File: config.mk
export PLATFORM = sky130hd
export DESIGN_NAME = imdct_overlap_sequencer_flat
export DESIGN_NICKNAME = d
export VERILOG_FILES = /design/src/rtl/imdct_pkg.sv /design/src/rtl/imdct_overlap_sequencer_if.sv /design/src/rtl/imdct_overlap_addr_gen.sv /design/src/rtl/imdct_overlap_sequencer.sv /design/src/flat_wrapper.sv
export SDC_FILE = /design/constraint.sdc
export NUM_CORES = 1
export LEC_CHECK = 0
export CAP_MARGIN = 10
export CELL_PAD_IN_SITES_DETAIL_PLACEMENT = 2
export CELL_PAD_IN_SITES_GLOBAL_PLACEMENT = 2
export CORE_MARGIN = 5
export CORE_UTILIZATION = 23
export CTS_BUF_LIST = sky130_fd_sc_hd__clkbuf_16
export CTS_CLUSTER_DIAMETER = 60
export DETAILED_ROUTE_END_ITERATION = 6
export PLACE_DENSITY_LB_ADDON = 0.1
export REMOVE_ABC_BUFFERS = 1
export SYNTH_ARGS = -nofsm -noshare
export SYNTH_HDL_FRONTEND = slang
export SYNTH_HIERARCHICAL = 1
export SYNTH_SLANG_ARGS = --single-unit
export TNS_END_PERCENT = 50
File: constraint.sdc
create_clock -name clk -period 2.7 [get_ports clk]
set_clock_uncertainty 0.15 [all_clocks]
set_input_delay 0.675 -clock clk [delete_from_list [all_inputs] [get_ports clk]]
set_output_delay 0.675 -clock clk [all_outputs]
set_load 0.05 [all_outputs]
File: src/rtl/imdct_pkg.sv
// imdct_pkg: shared constants for the IMDCT overlap sequencer.
// Granule geometry, FSM encoding and block-type codes.
package imdct_pkg;

   localparam int NUM_SB = 32;
   localparam int SB_LEN = 18;
   localparam int PAIR_W = 5;
   localparam int IDX_W  = 6;
   localparam int DATA_W = 18;

   localparam logic [1:0] BT_LONG  = 2'b00;
   localparam logic [1:0] BT_SHORT = 2'b10;

   localparam int STATE_W = 3;
   localparam logic [2:0] S_IDLE      = 3'd0;
   localparam logic [2:0] S_WAIT_PAIR = 3'd1;
   localparam logic [2:0] S_ISSUE     = 3'd2;
   localparam logic [2:0] S_WAIT_DONE = 3'd3;
   localparam logic [2:0] S_CLR_ISSUE = 3'd4;
   localparam logic [2:0] S_CLR_WAIT  = 3'd5;
   localparam logic [2:0] S_FIN       = 3'd6;

   typedef struct packed {
      logic [DATA_W-1:0] v0;
      logic [DATA_W-1:0] v1;
   } pair_t;

endpackage

File: src/rtl/imdct_overlap_sequencer_if.sv
// imdct_overlap_sequencer_if: windowed-pair input stream plus
// the command/response bus toward the overlap stage.
interface imdct_overlap_sequencer_if #(
   parameter int ADDR_W = 10
);
   logic              in_valid;
   logic              in_ready;
   logic [17:0]       in_data_0;
   logic [17:0]       in_data_1;
   logic [ADDR_W-1:0] ov_base_address;
   logic [1:0]        ov_block_type;
   logic [17:0]       ov_value_0;
   logic [17:0]       ov_value_1;
   logic [5:0]        ov_index_0;
   logic [5:0]        ov_index_1;
   logic              ov_windowing_done;
   logic              ov_done;

   modport master (
      input  in_valid,
      input  in_data_0,
      input  in_data_1,
      input  ov_done,
      output in_ready,
      output ov_base_address,
      output ov_block_type,
      output ov_value_0,
      output ov_value_1,
      output ov_index_0,
      output ov_index_1,
      output ov_windowing_done
   );

   modport slave (
      output in_valid,
      output in_data_0,
      output in_data_1,
      output ov_done,
      input  in_ready,
      input  ov_base_address,
      input  ov_block_type,
      input  ov_value_0,
      input  ov_value_1,
      input  ov_index_0,
      input  ov_index_1,
      input  ov_windowing_done
   );
endinterface

File: src/rtl/imdct_overlap_addr_gen.sv
// imdct_overlap_addr_gen: subband/pair counters for the sequencer.
// Derives subband base address and even/odd sample indices.
module imdct_overlap_addr_gen #(
   parameter int NUM_SB = imdct_pkg::NUM_SB,
   parameter int SB_LEN = imdct_pkg::SB_LEN,
   parameter int ADDR_W = 10
) (
   input  logic                         clk,
   input  logic                         rst,
   input  logic                         load,
   input  logic                         step,
   input  logic                         half,
   output logic                         last_pair,
   output logic                         last_sb,
   output logic [ADDR_W-1:0]            base,
   output logic [imdct_pkg::IDX_W-1:0]  index_0,
   output logic [imdct_pkg::IDX_W-1:0]  index_1
);
   import imdct_pkg::*;

   localparam int SB_W = (NUM_SB > 1) ? $clog2(NUM_SB) : 1;
   localparam logic [PAIR_W-1:0] HALF = PAIR_W'(SB_LEN / 2);
   localparam logic [PAIR_W-1:0] LAST = PAIR_W'(SB_LEN - 1);
   localparam logic [SB_W-1:0] SB_LAST = SB_W'(NUM_SB - 1);

   logic [SB_W-1:0]   sb;
   logic [PAIR_W-1:0] pair;
   logic [ADDR_W-1:0] sb_ext;

   // half selects the second-half pair range used by the clear sweep
   always_ff @(posedge clk) begin
      if (rst) begin
         sb   <= '0;
         pair <= '0;
      end else if (load) begin
         sb   <= '0;
         pair <= half ? HALF : '0;
      end else if (step) begin
         if (last_pair) begin
            sb   <= sb + 1'b1;
            pair <= half ? HALF : '0;
         end else begin
            pair <= pair + 1'b1;
         end
      end
   end

   assign last_pair = (pair == LAST);
   assign last_sb   = (sb == SB_LAST);
   assign sb_ext    = ADDR_W'(sb);
   assign base      = (sb_ext << 4) + (sb_ext << 1);
   assign index_0   = {pair, 1'b0};
   assign index_1   = {pair, 1'b1};

endmodule

File: src/rtl/imdct_overlap_sequencer.sv
// imdct_overlap_sequencer: drives the IMDCT overlap stage for one
// granule, or sweeps zeros through the overlap memory on clear.
module imdct_overlap_sequencer #(
   parameter int NUM_SB = imdct_pkg::NUM_SB,
   parameter int SB_LEN = imdct_pkg::SB_LEN,
   parameter int ADDR_W = 10
) (
   input  logic                      clk,
   input  logic                      rst,
   input  logic                      start,
   input  logic                      clear,
   input  logic [1:0]                block_type_in,
   imdct_overlap_sequencer_if.master bus,
   output logic                      busy,
   output logic                      granule_done,
   output logic                      protocol_error
);
   import imdct_pkg::*;

   logic [STATE_W-1:0] state;
   logic [STATE_W-1:0] state_d;
   logic               load;
   logic               step;
   logic               half;
   logic               last_pair;
   logic               last_sb;
   logic               active;
   logic               waiting;
   pair_t              val;
   logic [1:0]         blk;
   logic               perr;
   logic [ADDR_W-1:0]  base;
   logic [IDX_W-1:0]   idx_0;
   logic [IDX_W-1:0]   idx_1;

   imdct_overlap_addr_gen #(
      .NUM_SB (NUM_SB),
      .SB_LEN (SB_LEN),
      .ADDR_W (ADDR_W)
   ) u_addr (
      .clk       (clk),
      .rst       (rst),
      .load      (load),
      .step      (step),
      .half      (half),
      .last_pair (last_pair),
      .last_sb   (last_sb),
      .base      (base),
      .index_0   (idx_0),
      .index_1   (idx_1)
   );

   // clear wins over start in IDLE; the start is dropped
   always_comb begin
      state_d = state;
      load    = 1'b0;
      step    = 1'b0;
      half    = (state == S_CLR_WAIT);
      case (state)
         S_IDLE: begin
            if (clear) begin
               state_d = S_CLR_ISSUE;
               load    = 1'b1;
               half    = 1'b1;
            end else if (start) begin
               state_d = S_WAIT_PAIR;
               load    = 1'b1;
            end
         end
         S_WAIT_PAIR: begin
            if (bus.in_valid) state_d = S_ISSUE;
         end
         S_ISSUE: state_d = S_WAIT_DONE;
         S_WAIT_DONE: begin
            if (bus.ov_done) begin
               if (last_pair && last_sb) begin
                  state_d = S_FIN;
               end else begin
                  step    = 1'b1;
                  state_d = S_WAIT_PAIR;
               end
            end
         end
         S_CLR_ISSUE: state_d = S_CLR_WAIT;
         S_CLR_WAIT: begin
            if (bus.ov_done) begin
               if (last_pair && last_sb) begin
                  state_d = S_FIN;
               end else begin
                  step    = 1'b1;
                  state_d = S_CLR_ISSUE;
               end
            end
         end
         S_FIN:   state_d = S_IDLE;
         default: state_d = S_IDLE;
      endcase
   end

   always_ff @(posedge clk) begin
      if (rst) begin
         state <= S_IDLE;
         val   <= '0;
         blk   <= BT_LONG;
         perr  <= 1'b0;
      end else begin
         state <= state_d;
         if (bus.ov_done && !waiting) perr <= 1'b1;
         if (state == S_IDLE && clear) begin
            val <= '0;
         end else if (state == S_IDLE && start) begin
            blk <= block_type_in;
         end else if (state == S_WAIT_PAIR && bus.in_valid) begin
            val <= {bus.in_data_0, bus.in_data_1};
         end
      end
   end

   assign active  = (state != S_IDLE);
   assign waiting = (state == S_WAIT_DONE) || (state == S_CLR_WAIT);

   assign bus.in_ready          = (state == S_WAIT_PAIR);
   assign bus.ov_windowing_done = (state == S_ISSUE) ||
                                  (state == S_CLR_ISSUE);
   assign bus.ov_base_address   = active ? base : '0;
   assign bus.ov_index_0        = active ? idx_0 : '0;
   assign bus.ov_index_1        = active ? idx_1 : '0;
   assign bus.ov_value_0        = val.v0;
   assign bus.ov_value_1        = val.v1;
   assign bus.ov_block_type     = blk;

   assign busy           = active;
   assign granule_done   = (state == S_FIN);
   assign protocol_error = perr;

endmodule

File: src/flat_wrapper.sv
// flat-port wrapper written by rule: the top's interface ports become plain ports
module imdct_overlap_sequencer_flat import imdct_pkg::*;
#(
   parameter int NUM_SB = imdct_pkg::NUM_SB,
   parameter int SB_LEN = imdct_pkg::SB_LEN,
   parameter int ADDR_W = 10
)
  (clk, rst, start, clear, block_type_in, busy, granule_done, protocol_error, bus_in_valid, bus_in_data_0, bus_in_data_1, bus_ov_done, bus_in_ready, bus_ov_base_address, bus_ov_block_type, bus_ov_value_0, bus_ov_value_1, bus_ov_index_0, bus_ov_index_1, bus_ov_windowing_done);
  imdct_overlap_sequencer_if #(.ADDR_W(ADDR_W)) bus_i ();
  input  logic clk;
  input  logic rst;
  input  logic start;
  input  logic clear;
  input  logic [1:0] block_type_in;
  output logic busy;
  output logic granule_done;
  output logic protocol_error;
  input wire logic [$bits(bus_i.in_valid)-1:0] bus_in_valid;
  input wire logic [$bits(bus_i.in_data_0)-1:0] bus_in_data_0;
  input wire logic [$bits(bus_i.in_data_1)-1:0] bus_in_data_1;
  input wire logic [$bits(bus_i.ov_done)-1:0] bus_ov_done;
  output wire logic [$bits(bus_i.in_ready)-1:0] bus_in_ready;
  output wire logic [$bits(bus_i.ov_base_address)-1:0] bus_ov_base_address;
  output wire logic [$bits(bus_i.ov_block_type)-1:0] bus_ov_block_type;
  output wire logic [$bits(bus_i.ov_value_0)-1:0] bus_ov_value_0;
  output wire logic [$bits(bus_i.ov_value_1)-1:0] bus_ov_value_1;
  output wire logic [$bits(bus_i.ov_index_0)-1:0] bus_ov_index_0;
  output wire logic [$bits(bus_i.ov_index_1)-1:0] bus_ov_index_1;
  output wire logic [$bits(bus_i.ov_windowing_done)-1:0] bus_ov_windowing_done;
  assign bus_i.in_valid = bus_in_valid;
  assign bus_i.in_data_0 = bus_in_data_0;
  assign bus_i.in_data_1 = bus_in_data_1;
  assign bus_i.ov_done = bus_ov_done;
  assign bus_in_ready = bus_i.in_ready;
  assign bus_ov_base_address = bus_i.ov_base_address;
  assign bus_ov_block_type = bus_i.ov_block_type;
  assign bus_ov_value_0 = bus_i.ov_value_0;
  assign bus_ov_value_1 = bus_i.ov_value_1;
  assign bus_ov_index_0 = bus_i.ov_index_0;
  assign bus_ov_index_1 = bus_i.ov_index_1;
  assign bus_ov_windowing_done = bus_i.ov_windowing_done;
  imdct_overlap_sequencer #(.NUM_SB(NUM_SB), .SB_LEN(SB_LEN), .ADDR_W(ADDR_W)) u_core (.clk(clk), .rst(rst), .start(start), .clear(clear), .block_type_in(block_type_in), .bus(bus_i), .busy(busy), .granule_done(granule_done), .protocol_error(protocol_error));
endmodule
==> results.md, run 1 <==
- Status: complete, no violations
- Register area share after synthesis: 0.406
- Clock buffer depth: 2
- Met2 WL post-DR: 4.31 mm
- Syn Inst Count: 326
- Router iterations before antenna repair: 4
- Setup crit start kind: flip-flop
- Reg2reg start: u_core/u_addr/sb[0]
- Final worst slack: 0.101 ns
- I/O pin cnt: 109
- Die ar.: 13300 um2
- Delay-heaviest family, CP: adder cells
- Top FF cell, synth: dfxtp_1
- FP Rows: 38
- Post-Synth Adder-Cell Area: 0.0371
- Most common cell after layout, fill and taps aside: clkdlybuf4s50_1
- Worst path required time: 1.88 ns
- Max-Cap Viols: 0
- Number of enable flip-flop cells after synthesis: 0
- Via count: 2552
- Crit path buffers/inverters: 1
- CTS Buf Count: 5
- Cell taking the most area after synthesis: dfxtp_1
- CP max stage cell: fa_2
- Hold Fails Final Rpt: 0
- Leakage: 1.45 nW
- Area after DPL: 3710 um2
- Synth warnings: 6
- Ys async rst share: 0
- Detailed Route Iter0 Violations: 50
- Post-route minimum period: 2.60 ns
- Layout cell share with drive strength beyond 1: 0.137
- GRT Resource Usage Total: 0.129
- Initial antenna violation count: 0
- Die Height: 116 um
- Die Wd: 116 um
- Post-synthesis mux area share: 0.0200
- Initial core utilization: 0.235
- I/O Buffers: 106
- Diode count: 0
- Worst flop-to-flop path endpoint: u_core/u_addr/sb[2]
- Pre-CTS WS: 0.185 ns
- Met3 WL: 588 um
- Max Clk Rate: 385 MHz
- Worst Hold End: u_core/bus.ov_value_1[10]
- CP max FO: 6
- Post-synth top area share: 0.406
- Clock Latency Late Sink: 0.29 ns
- CTS H-tree depth: 2
- Xor/xnor cell area share of the yosys netlist: 0.0205
- Highest Signal Layer: met4
- CTS root buf: clkbuf_16
- Relative slew slack: 0.381
- Vias per inst: 4.54
- CTS tree: yes
- RSZ-0062 raised after global routing: true
- Met1 wire length: 3.64 mm
- Seq cells post-synth: 52
- Final instance area: 3900 um2
- Critical path, cell by cell: ha_1 -> fa_2 -> nand3_1 -> xnor2_1 -> nor2b_4 -> buf_12
- GRT overflow: 0
- Dpl hpwl: 6.38 mm
- Fin. max-slew vios: 0
- Worst VDD drop: 0.410 mV
- Largest net degree at the start of global routing: 37
- Delay of the slowest cell on the worst path: 0.36 ns
- Most frequent cells in the layout: clkdlybuf4s50_1 (82), nand2_1 (79), dfxtp_1 (49)
- Worst Hold Class: reg -> reg
- Tightest Pin Transition: 0.927 ns
- GPL Wtd Cong: 0.739
- Power Density: 808 nW/um2
- Layout net count: 472
- Kind of critical path: reg -> out
- Crit end category: primary output
- Fillers: 1246
- Largest cells by area after synthesis: dfxtp_1 (41%), nand2_1 (12%), a21oi_1 (9.2%)
- Post-synthesis compound-gate area fraction: 0.158
- R2R setup slack: 0.36 ns
- Post-synthesis simple-gate area fraction: 0.267
- Worst r2r path cells: 9
- Synth Cell Area: 2560 um2
- Clock sinks: 52
- Syn_area_per_cell: 7.86 um2
- Hold wc startpoint: u_core/bus.ov_value_1[10]
- Final setup fails: 0
- Largest family of logic cells by synthesized area: simple AND/OR/NAND/NOR gates
- Post-DRT Antenna Nets: 0
- Core area: 10900 um2
- Arrival @ worst endpoint: 1.77 ns
- Number of global-route vias before repair: 2771
- Final wirelength: 8.61 mm
- Yosys cell types: 45
- DR WL/cell: 15.3 um
- Setup TNS: 0 ns
- DRC Markers: 0
- Hold Path Stages: 2
- Clock transition at path regs: 0.07 ns
- Final worst-path cycle share: 0.963
- Layout Utilization: 0.358
- First-pass GRT wire length: 13.7 mm
- Area delta synth->final: 52.2%
==> Yosys cell counts (all sizes together) (2+ instances only) <==
cell type and n:
and2 3, and2b 3, o2111ai 2, nor2 15, clkbuf 8, nand3 5, nand2 79, nor3 3
nand2b 2, xor2 4, nor2b 23, xnor2 2, a21oi 47, a211oi 2, or3 2, buf 24
or2 2, nand3b 2, o32ai 3, conb 2, o31ai 3, mux2i 4, o21ai 7, inv 8
ha 6, dfxtp 52
==> metrics by stage <==
step	power, W	instances	hold slack (ns)
finish	0.00315	562	0.307
global route	0.00336	562	0.335
CTS	0.00323	562	0.311
detailed placement	0.00245	554	0.300
global placement	0.00242	554	0.292
floorplan	0.00186	295	0.350
==> worst register-to-register path: stages, from the launching register on <==
cell,delay (ns)
dfxtp_2,0.35
ha_1,0.21
and3_1,0.19
ha_1,0.18
nand2_1,0.14
nand2_1,0.07
nor2_1,0.12
inv_1,0.16
or4_1,0.53
a21oi_1,0.16
==> cell families (layout without fill, tap and decap cells) <==
| kind of cell | after synthesis | count (layout) |
|---|---|---|
| multiplexers | 5 | 5 |
| buffers and inverters | 40 | 135 |
| other | 2 | 3 |
| AO/OA/AOI/OAI | 69 | 69 |
| AND/OR/NAND/NOR | 145 | 145 |
| adder cells (fa/ha/maj) | 7 | 7 |
| flip-flops | 52 | 52 |
| XOR/XNOR | 6 | 6 |
==> routing by layer <==
layer / vias to the layer above / track usage
li1: 1253 / -
met1: 1232 / 0.159
met2: 61 / 0.221
met3: 6 / 0.0392
met4: 0 / 0.0329
met5: - / 0
==> layout make-up <==
class	count	area, um2	area share
tap	140	175	0.0449
inverter	8	30.0	0.00770
clock buffer	5	125	0.0321
multi-input combinational	235	1320	0.339
sequential	52	1040	0.268
timing repair buffer	119	1160	0.298
clock inverter	3	42.5	0.0109
==> registers in the layout (all words and copies together) (netlist names) <==
register	cells
u_core/bus.ov_value_0	18
u_core/bus.ov_value_1	18
u_core/u_addr/pair	5
u_core/u_addr/sb	5
u_core/state	3
u_core/bus.ov_block_type	2
u_core/protocol_error	1
==> how the worst max path moves through the flow <==
stage                             start                     end  slack [ns]  cells after the start
finish              u_core/u_addr/sb[0]  bus_ov_base_address[8]        0.10                      6
global route        u_core/u_addr/sb[0]  bus_ov_base_address[8]      -0.005                      6
global placement            bus_ov_done     u_core/u_addr/sb[2]        0.24                      6
CTS                 u_core/u_addr/sb[0]  bus_ov_base_address[8]        0.01                      6
floorplan               u_core/state[1]     u_core/u_addr/sb[3]       -0.88                      6
detailed placement          bus_ov_done     u_core/u_addr/sb[2]        0.19                      6
==> where the power goes <==
part / total, W / internal (W) / switching (W)
Combinational: 0.00147 / 0.000492 / 0.000980
Sequential: 0.000937 / 0.000851 / 0.0000859
Clock: 0.000743 / 0.000438 / 0.000304
Total: 0.00315 / 0.00178 / 0.00137
==> timing repair <==
item,CTS,global route
setup endpoints to repair,2,2
hold buffers,0,0
gates cloned,0,0
buffers inserted,0,0
gates resized for setup,5,3
Note: power is estimated with default switching activity, not from simulation.
==> run 2, diff against run 1 <==
--- a/config.mk
+++ b/config.mk
@@ -6,8 +6,9 @@
 export NUM_CORES = 1
 export LEC_CHECK = 0
 export CAP_MARGIN = 10
-export CELL_PAD_IN_SITES_DETAIL_PLACEMENT = 2
+export CELL_PAD_IN_SITES_DETAIL_PLACEMENT = 1
 export CELL_PAD_IN_SITES_GLOBAL_PLACEMENT = 2
+export CORE_ASPECT_RATIO = 0.7
 export CORE_MARGIN = 5
 export CORE_UTILIZATION = 23
 export CTS_BUF_LIST = sky130_fd_sc_hd__clkbuf_16
==> run 2 against run 1 <==
  * Sequential share of layout area decreased by 0.060 points
  * Clock power decreased by 13%
  * Die area increased by 0.25%
  * First-iteration DRC count increased by 12%
  * Critical path type unchanged
==> results.md, run 2 (synthesized netlist as in run 1, its figures left out) <==
- CTS tree: yes (unchanged)
- Internal power: 0.00172 W (was 0.00178 W)
- CTS H-tree depth: 2 (unchanged)
- Hold Path Stages: 2 (unchanged)
- Final worst-path cycle share: 0.971 (was 0.963)
- GRT overflow: 0 (unchanged)
- DP Cell Count: 566 (was 554)
- Post-route minimum period: 2.62 ns (was 2.60 ns)
- Comb pwr share: 0.492 (was 0.467)
- Layout Utilization: 0.356 (was 0.358)
- Arrival @ worst endpoint: 1.80 ns (was 1.77 ns)
- I/O Buffers: 106 (unchanged)
- Critical path, cell by cell: ha_1 -> fa_2 -> nand3_1 -> xnor2_1 -> nor2b_4 -> buf_12 (unchanged)
- Initial antenna violation count: 0 (unchanged)
- Worst Hold End: u_core/bus.ov_value_0[0] (was u_core/bus.ov_value_1[10])
- Fin. max-slew vios: 0 (unchanged)
- GPL Wtd Cong: 0.792 (was 0.739)
- DR WL/cell: 14.1 um (was 15.3 um)
- Pre-CTS WS: 0.110 ns (was 0.185 ns)
- Area delta synth->final: 52.6% (was 52.2%)
- Tightest Pin Transition: 0.950 ns (was 0.927 ns)
- Area after DPL: 3750 um2 (was 3710 um2)
- Detailed Route Iter0 Violations: 56 (was 50)
- CTS root buf: clkbuf_16 (unchanged)
- Clock share of power: 0.210 (was 0.236)
- Diode count: 0 (unchanged)
- Clock buffer depth: 2 (unchanged)
- Max-Cap Viols: 0 (unchanged)
- Worst Hold Class: reg -> reg (unchanged)
- Worst r2r path cells: 9 (unchanged)
- Max Clk Rate: 381 MHz (was 385 MHz)
- Most common cell after layout, fill and taps aside: clkdlybuf4s50_1 (unchanged)
- Worst path required time: 1.88 ns (about the same)
- Reg power frac: 0.299 (was 0.297)
- Hold Fails Final Rpt: 0 (unchanged)
- Worst VDD drop: 0.463 mV (was 0.410 mV)
- Router iterations before antenna repair: 4 (unchanged)
- Clock sinks: 52 (unchanged)
- Dpl hpwl: 5.99 mm (was 6.38 mm)
- Die Height: 98.3 um (was 116 um)
- Reg2reg start: u_core/u_addr/sb[0] (unchanged)
- Fillers: 1344 (was 1246)
- Number of global-route vias before repair: 2591 (was 2771)
- Clock transition at path regs: 0.07 ns (about the same)
- Delay of the slowest cell on the worst path: 0.36 ns (about the same)
- Leakage: 1.43 nW (was 1.45 nW)
- DRC Markers: 0 (unchanged)
- CP max stage cell: dfxtp_2 (was fa_2)
- I/O pin cnt: 109 (unchanged)
- FP Rows: 32 (was 38)
- Setup crit start kind: flip-flop (unchanged)
- Final setup fails: 0 (unchanged)
- Vias per inst: 4.26 (was 4.54)
- Initial core utilization: 0.233 (was 0.235)
- Via count: 2448 (was 2552)
- First-pass GRT wire length: 13.1 mm (was 13.7 mm)
- Tot Pwr: 0.00308 W (was 0.00315 W)
- Most frequent cells in the layout: clkdlybuf4s50_1 (82), nand2_1 (79), dfxtp_1 (49) (unchanged)
- Relative slew slack: 0.365 (was 0.381)
- Post-CTS Setup Inserts: 0 (unchanged)
- Layout cell share with drive strength beyond 1: 0.133 (was 0.137)
- CP max FO: 6 (unchanged)
- Status: complete, no violations (unchanged)
- Core area: 11000 um2 (was 10900 um2)
- R2R setup slack: 0.28 ns (was 0.36 ns)
- Die ar.: 13400 um2 (was 13300 um2)
- Layout net count: 471 (was 472)
- Crit end category: primary output (unchanged)
- Die Wd: 136 um (was 116 um)
- CTS Buf Count: 5 (unchanged)
- Psw: 0.00137 W (about the same)
- Final worst slack: 0.0778 ns (was 0.101 ns)
- Final instance area: 3910 um2 (was 3900 um2)
- Post-DRT Antenna Nets: 0 (unchanged)
- Hold wc startpoint: u_core/bus.ov_value_0[0] (was u_core/bus.ov_value_1[10])
- Worst flop-to-flop path endpoint: u_core/u_addr/sb[2] (unchanged)
- Net Sw Frac: 0.443 (was 0.435)
- Clock Latency Late Sink: 0.29 ns (about the same)
- GRT Resource Usage Total: 0.122 (was 0.129)
- Non-Filler Instances: 574 (was 562)
- Largest net degree at the start of global routing: 37 (unchanged)
- Kind of critical path: reg -> out (unchanged)
- RSZ-0062 raised after global routing: false (was true)
- Power Density: 789 nW/um2 (was 808 nW/um2)
- Final wirelength: 8.11 mm (was 8.61 mm)
-- run 2: cell types whose count changed in the layout (fill, tap and decap cells not counted), sizes merged --
cell      before  now
bufinv         1    0
buf           37   36
clkinv         0    1
clkinvlp       0    1
inv           10    9
-- run 2: worst max-delay path by stage --
stage / start / endpoint
finish: u_core/u_addr/sb[0] / bus_ov_base_address[8]
global route: u_core/u_addr/sb[4] / bus_ov_base_address[7]
CTS: u_core/u_addr/sb[0] / bus_ov_base_address[8]
detailed placement: clear / u_core/u_addr/sb[3]
global placement: clear / u_core/u_addr/sb[3]
floorplan: u_core/state[1] / u_core/u_addr/sb[3]
-- run 2: routing by layer --
| layer | share of wire | global-route usage | vias up |
|---|---|---|---|
| li1 | - | - | 1253 |
| met1 | 0.49 | 0.165 | 1136 |
| met2 | 0.44 | 0.191 | 55 |
| met3 | 0.065 | 0.0412 | 4 |
| met4 | 0.0065 | 0.0232 | 0 |
| met5 | 0 | 0 | - |
-- run 2: power by group through the flow --
stage	Clock (W)	Sequential, W	Combinational, W
final	0.000646	0.000920	0.00152
after global routing	0.000706	0.000937	0.00163
after CTS	0.000680	0.000923	0.00154
after detailed placement	0	0.000941	0.00153
after global placement	0	0.000941	0.00152
after floorplan	0	0.00114	0.000719
-- run 2: final cells by class --
class	count	area [um2]	area share
clock buffer	5	125	0.0320
clock inverter	3	20.0	0.00512
inverter	8	30.0	0.00768
multi-input combinational	235	1320	0.337
sequential	52	1040	0.267
tap	153	191	0.0490
timing repair buffer	118	1180	0.302
-- run 2: worst max-delay path: cells and delay by family (launching register included) --
| kind | cells | cell delay, ns |
|---|---|---|
| DFF | 1 | 0.36 |
| xor gates and xnor gates | 1 | 0.12 |
| and+or+nand+nor | 2 | 0.29 |
| buffers and inverters | 1 | 0.14 |
| adders and majority gates | 2 | 0.59 |
-- run 2: timing repair --
| item | CTS | global route |
|---|---|---|
| hold buffers | 0 | 0 |
| gates cloned | 0 | 0 |
| gates resized for setup | 5 | 2 |
| setup endpoints to repair | 3 | 3 |
-- run 2: per-stage QoR --
stage	hold slack, ns	TNS, ns
after floorplan	0.350	-14.46
after global routing	0.332	0
final	0.305	0
after detailed placement	0.298	0
after CTS	0.309	0
after global placement	0.291	0
==> run 3, diff against run 2 <==
--- a/config.mk
+++ b/config.mk
@@ -14,7 +14,8 @@
 export CTS_BUF_LIST = sky130_fd_sc_hd__clkbuf_16
 export CTS_CLUSTER_DIAMETER = 60
 export DETAILED_ROUTE_END_ITERATION = 6
-export PLACE_DENSITY_LB_ADDON = 0.1
+export GPL_ROUTABILITY_DRIVEN = 0
+export PLACE_DENSITY = 0.81
 export REMOVE_ABC_BUFFERS = 1
 export SYNTH_ARGS = -nofsm -noshare
 export SYNTH_HDL_FRONTEND = slang
==> run 3 against run 2 <==
  * Flip-flop and latch count unchanged
  * Core utilization increased by 0.18 points
  * Worst setup slack got worse by 0.027 ns
  * Sequential share of layout area decreased by 0.10 points
  * Final cell count decreased by 0.17%
  * Power increased by 2.9%
  * Global-route usage increased by 0.054 points
  * First-iteration DRC count increased by 46%
  * Worst hold slack got worse by 0.00087 ns
  * Largest cell class unchanged
==> results.md, run 3 (synthesized netlist as in run 1, its figures left out) <==
- Status: complete, no violations (unchanged)
- GRT overflow: 0 (unchanged)
- Reg power frac: 0.290 (was 0.299)
- Post-DRT Antenna Nets: 0 (unchanged)
- Layout net count: 470 (was 471)
- Pre-CTS WS: 0.175 ns (was 0.110 ns)
- Dpl hpwl: 6.29 mm (was 5.99 mm)
- Layout Utilization: 0.358 (was 0.356)
- Final worst slack: 0.0508 ns (was 0.0778 ns)
- Die Height: 98.3 um (unchanged)
- CTS Buf Count: 5 (unchanged)
- Crit path buffers/inverters: 1 (unchanged)
- Critical path depth: 4 (was 6)
- Arrival @ worst endpoint: 1.82 ns (was 1.80 ns)
- Most frequent cells in the layout: clkdlybuf4s50_1 (82), nand2_1 (79), dfxtp_1 (48) (was clkdlybuf4s50_1 (82), nand2_1 (79), dfxtp_1 (49))
- Initial antenna violation count: 0 (unchanged)
- Power Density: 808 nW/um2 (was 789 nW/um2)
- Clock sinks: 52 (unchanged)
- Hold Fails Final Rpt: 0 (unchanged)
- Internal power: 0.00181 W (was 0.00172 W)
- CTS tree: yes (unchanged)
- Critical path origin: u_core/u_addr/sb[0] (unchanged)
- Most common cell after layout, fill and taps aside: clkdlybuf4s50_1 (unchanged)
- Post-CTS Setup Inserts: 0 (unchanged)
- GRT Resource Usage Total: 0.122 (about the same)
- Final wirelength: 8.29 mm (was 8.11 mm)
- I/O pin cnt: 109 (unchanged)
- Number of gates resized after cts: 5 (unchanged)
- Setup TNS: 0 ns (unchanged)
- Comb pwr share: 0.474 (was 0.492)
- FP Rows: 32 (unchanged)
- Crit end category: primary output (unchanged)
- Clock share of power: 0.236 (was 0.210)
- Die ar.: 13400 um2 (unchanged)
- Worst flop-to-flop path endpoint: u_core/u_addr/sb[2] (unchanged)
- Relative slew slack: 0.373 (was 0.365)
- Delay of the slowest cell on the worst path: 0.55 ns (was 0.36 ns)
- Area delta synth->final: 53.3% (was 52.6%)
- Core area: 11000 um2 (unchanged)
- CP max stage cell: fa_2 (was dfxtp_2)
- Router iterations before antenna repair: 4 (unchanged)
- Number of global-route vias before repair: 2611 (was 2591)
- # hold bufs at CTS: 0 (unchanged)
- Delay-heaviest family, CP: adder cells (unchanged)
- Clock Latency Late Sink: 0.29 ns (about the same)
- Net Sw Frac: 0.431 (was 0.443)
- Worst path required time: 1.88 ns (about the same)
- Tightest Pin Transition: 0.938 ns (was 0.950 ns)
- Layout cell share with drive strength beyond 1: 0.136 (was 0.133)
- Leakage: 1.44 nW (was 1.43 nW)
- Diode count: 0 (unchanged)
- CTS H-tree depth: 2 (unchanged)
- Largest net degree at the start of global routing: 37 (unchanged)
- Kind of critical path: reg -> out (unchanged)
- Clock transition at path regs: 0.07 ns (about the same)
- CP max FO: 6 (unchanged)
- Max Clk Rate: 377 MHz (was 381 MHz)
- Max-Cap Viols: 0 (unchanged)
- DRC Markers: 0 (unchanged)
- Setup crit start kind: flip-flop (unchanged)
- Area after DPL: 3740 um2 (was 3750 um2)
- Reg2reg start: u_core/u_addr/sb[1] (was u_core/u_addr/sb[0])
- Crit path to: bus_ov_base_address[5] (was bus_ov_base_address[8])
- Die Wd: 136 um (unchanged)
- Vias per inst: 4.31 (was 4.26)
- Fin. max-slew vios: 0 (unchanged)
- Post-route minimum period: 2.65 ns (was 2.62 ns)
- Critical path, cell by cell: ha_1 -> fa_2 -> nor2b_1 -> buf_12 (was ha_1 -> fa_2 -> nand3_1 -> xnor2_1 -> nor2b_4 -> buf_12)
- Final setup fails: 0 (unchanged)
- Via count: 2471 (was 2448)
- R2R setup slack: 0.36 ns (was 0.28 ns)
- CTS root buf: clkbuf_16 (unchanged)
- DR WL/cell: 14.5 um (was 14.1 um)
- Psw: 0.00137 W (about the same)
- Worst Hold Class: reg -> reg (unchanged)
- I/O Buffers: 106 (unchanged)
- First-pass GRT wire length: 13.3 mm (was 13.1 mm)
- Detailed Route Iter0 Violations: 82 (was 56)
- Fillers: 1324 (was 1344)
- Worst VDD drop: 0.368 mV (was 0.463 mV)
- Clock buffer depth: 2 (unchanged)
- Worst r2r path cells: 9 (unchanged)
- Final worst-path cycle share: 0.981 (was 0.971)
- Initial core utilization: 0.233 (unchanged)
- Final instance area: 3930 um2 (was 3910 um2)
[run 3: cell count changes in the layout (fill, tap and decap cells not counted), sizes merged]
cell,change
clkinv,-1
bufinv,+1
buf,-1
[run 3: layer usage]
layer | track usage | wire (um) | vias to the layer above
met2 | 0.209 | 4190 | 43
met5 | 0 | 0 | -
met3 | 0.0242 | 349 | 2
li1 | - | - | 1247
met4 | 0.0209 | 39 | 0
met1 | 0.162 | 3710 | 1179
[run 3: through the flow]
step           total power (W)  std cells  hold slack [ns]
2_1_floorplan          0.00186        295            0.350
3_3_place_gp           0.00243        565            0.291
3_5_place_dp           0.00246        565            0.296
4_1_cts                0.00324        573            0.307
5_1_grt                0.00338        573            0.335
6_report               0.00317        573            0.304
[run 3: worst min-delay path by stage]
stage / startpoint / to / slack [ns] / depth (start not counted)
final: u_core/bus.ov_value_1[11] / u_core/bus.ov_value_1[11] / 0.30 / 2
after global routing: u_core/bus.ov_value_1[17] / u_core/bus.ov_value_1[17] / 0.33 / 2
after CTS: u_core/bus.ov_value_1[11] / u_core/bus.ov_value_1[11] / 0.31 / 2
after detailed placement: u_core/bus.ov_value_1[11] / u_core/bus.ov_value_1[11] / 0.30 / 2
after global placement: u_core/bus.ov_value_1[2] / u_core/bus.ov_value_1[2] / 0.29 / 2
after floorplan: u_core/u_addr/sb[0] / u_core/u_addr/sb[0] / 0.35 / 2
[run 3: cell type report]
type,instances,area [um2],share of cell area
clock buffers,5,125,0.0319
well taps,153,191,0.0487
multi-input cells,235,1320,0.335
inverters,8,30.0,0.00765
repair buffers,117,1170,0.298
flip-flops and latches,52,1050,0.266
clock inverters,3,46.3,0.0118
[run 3: worst register-to-register path: stages, from the launching register on]
cell	delay, ns
dfxtp_2	0.36
ha_1	0.20
and3_1	0.18
ha_1	0.18
nand2_1	0.15
nand2_1	0.08
nor2_1	0.13
inv_1	0.16
or4_1	0.53
a21oi_1	0.16
[run 3: power groups by stage]
stage | clock (W) | combinational, W | sequential, W
floorplan | 0 | 0.000719 | 0.00114
global placement | 0 | 0.00149 | 0.000934
detailed placement | 0 | 0.00152 | 0.000940
CTS | 0.000789 | 0.00153 | 0.000922
global route | 0.000812 | 0.00163 | 0.000935
finish | 0.000749 | 0.00150 | 0.000920
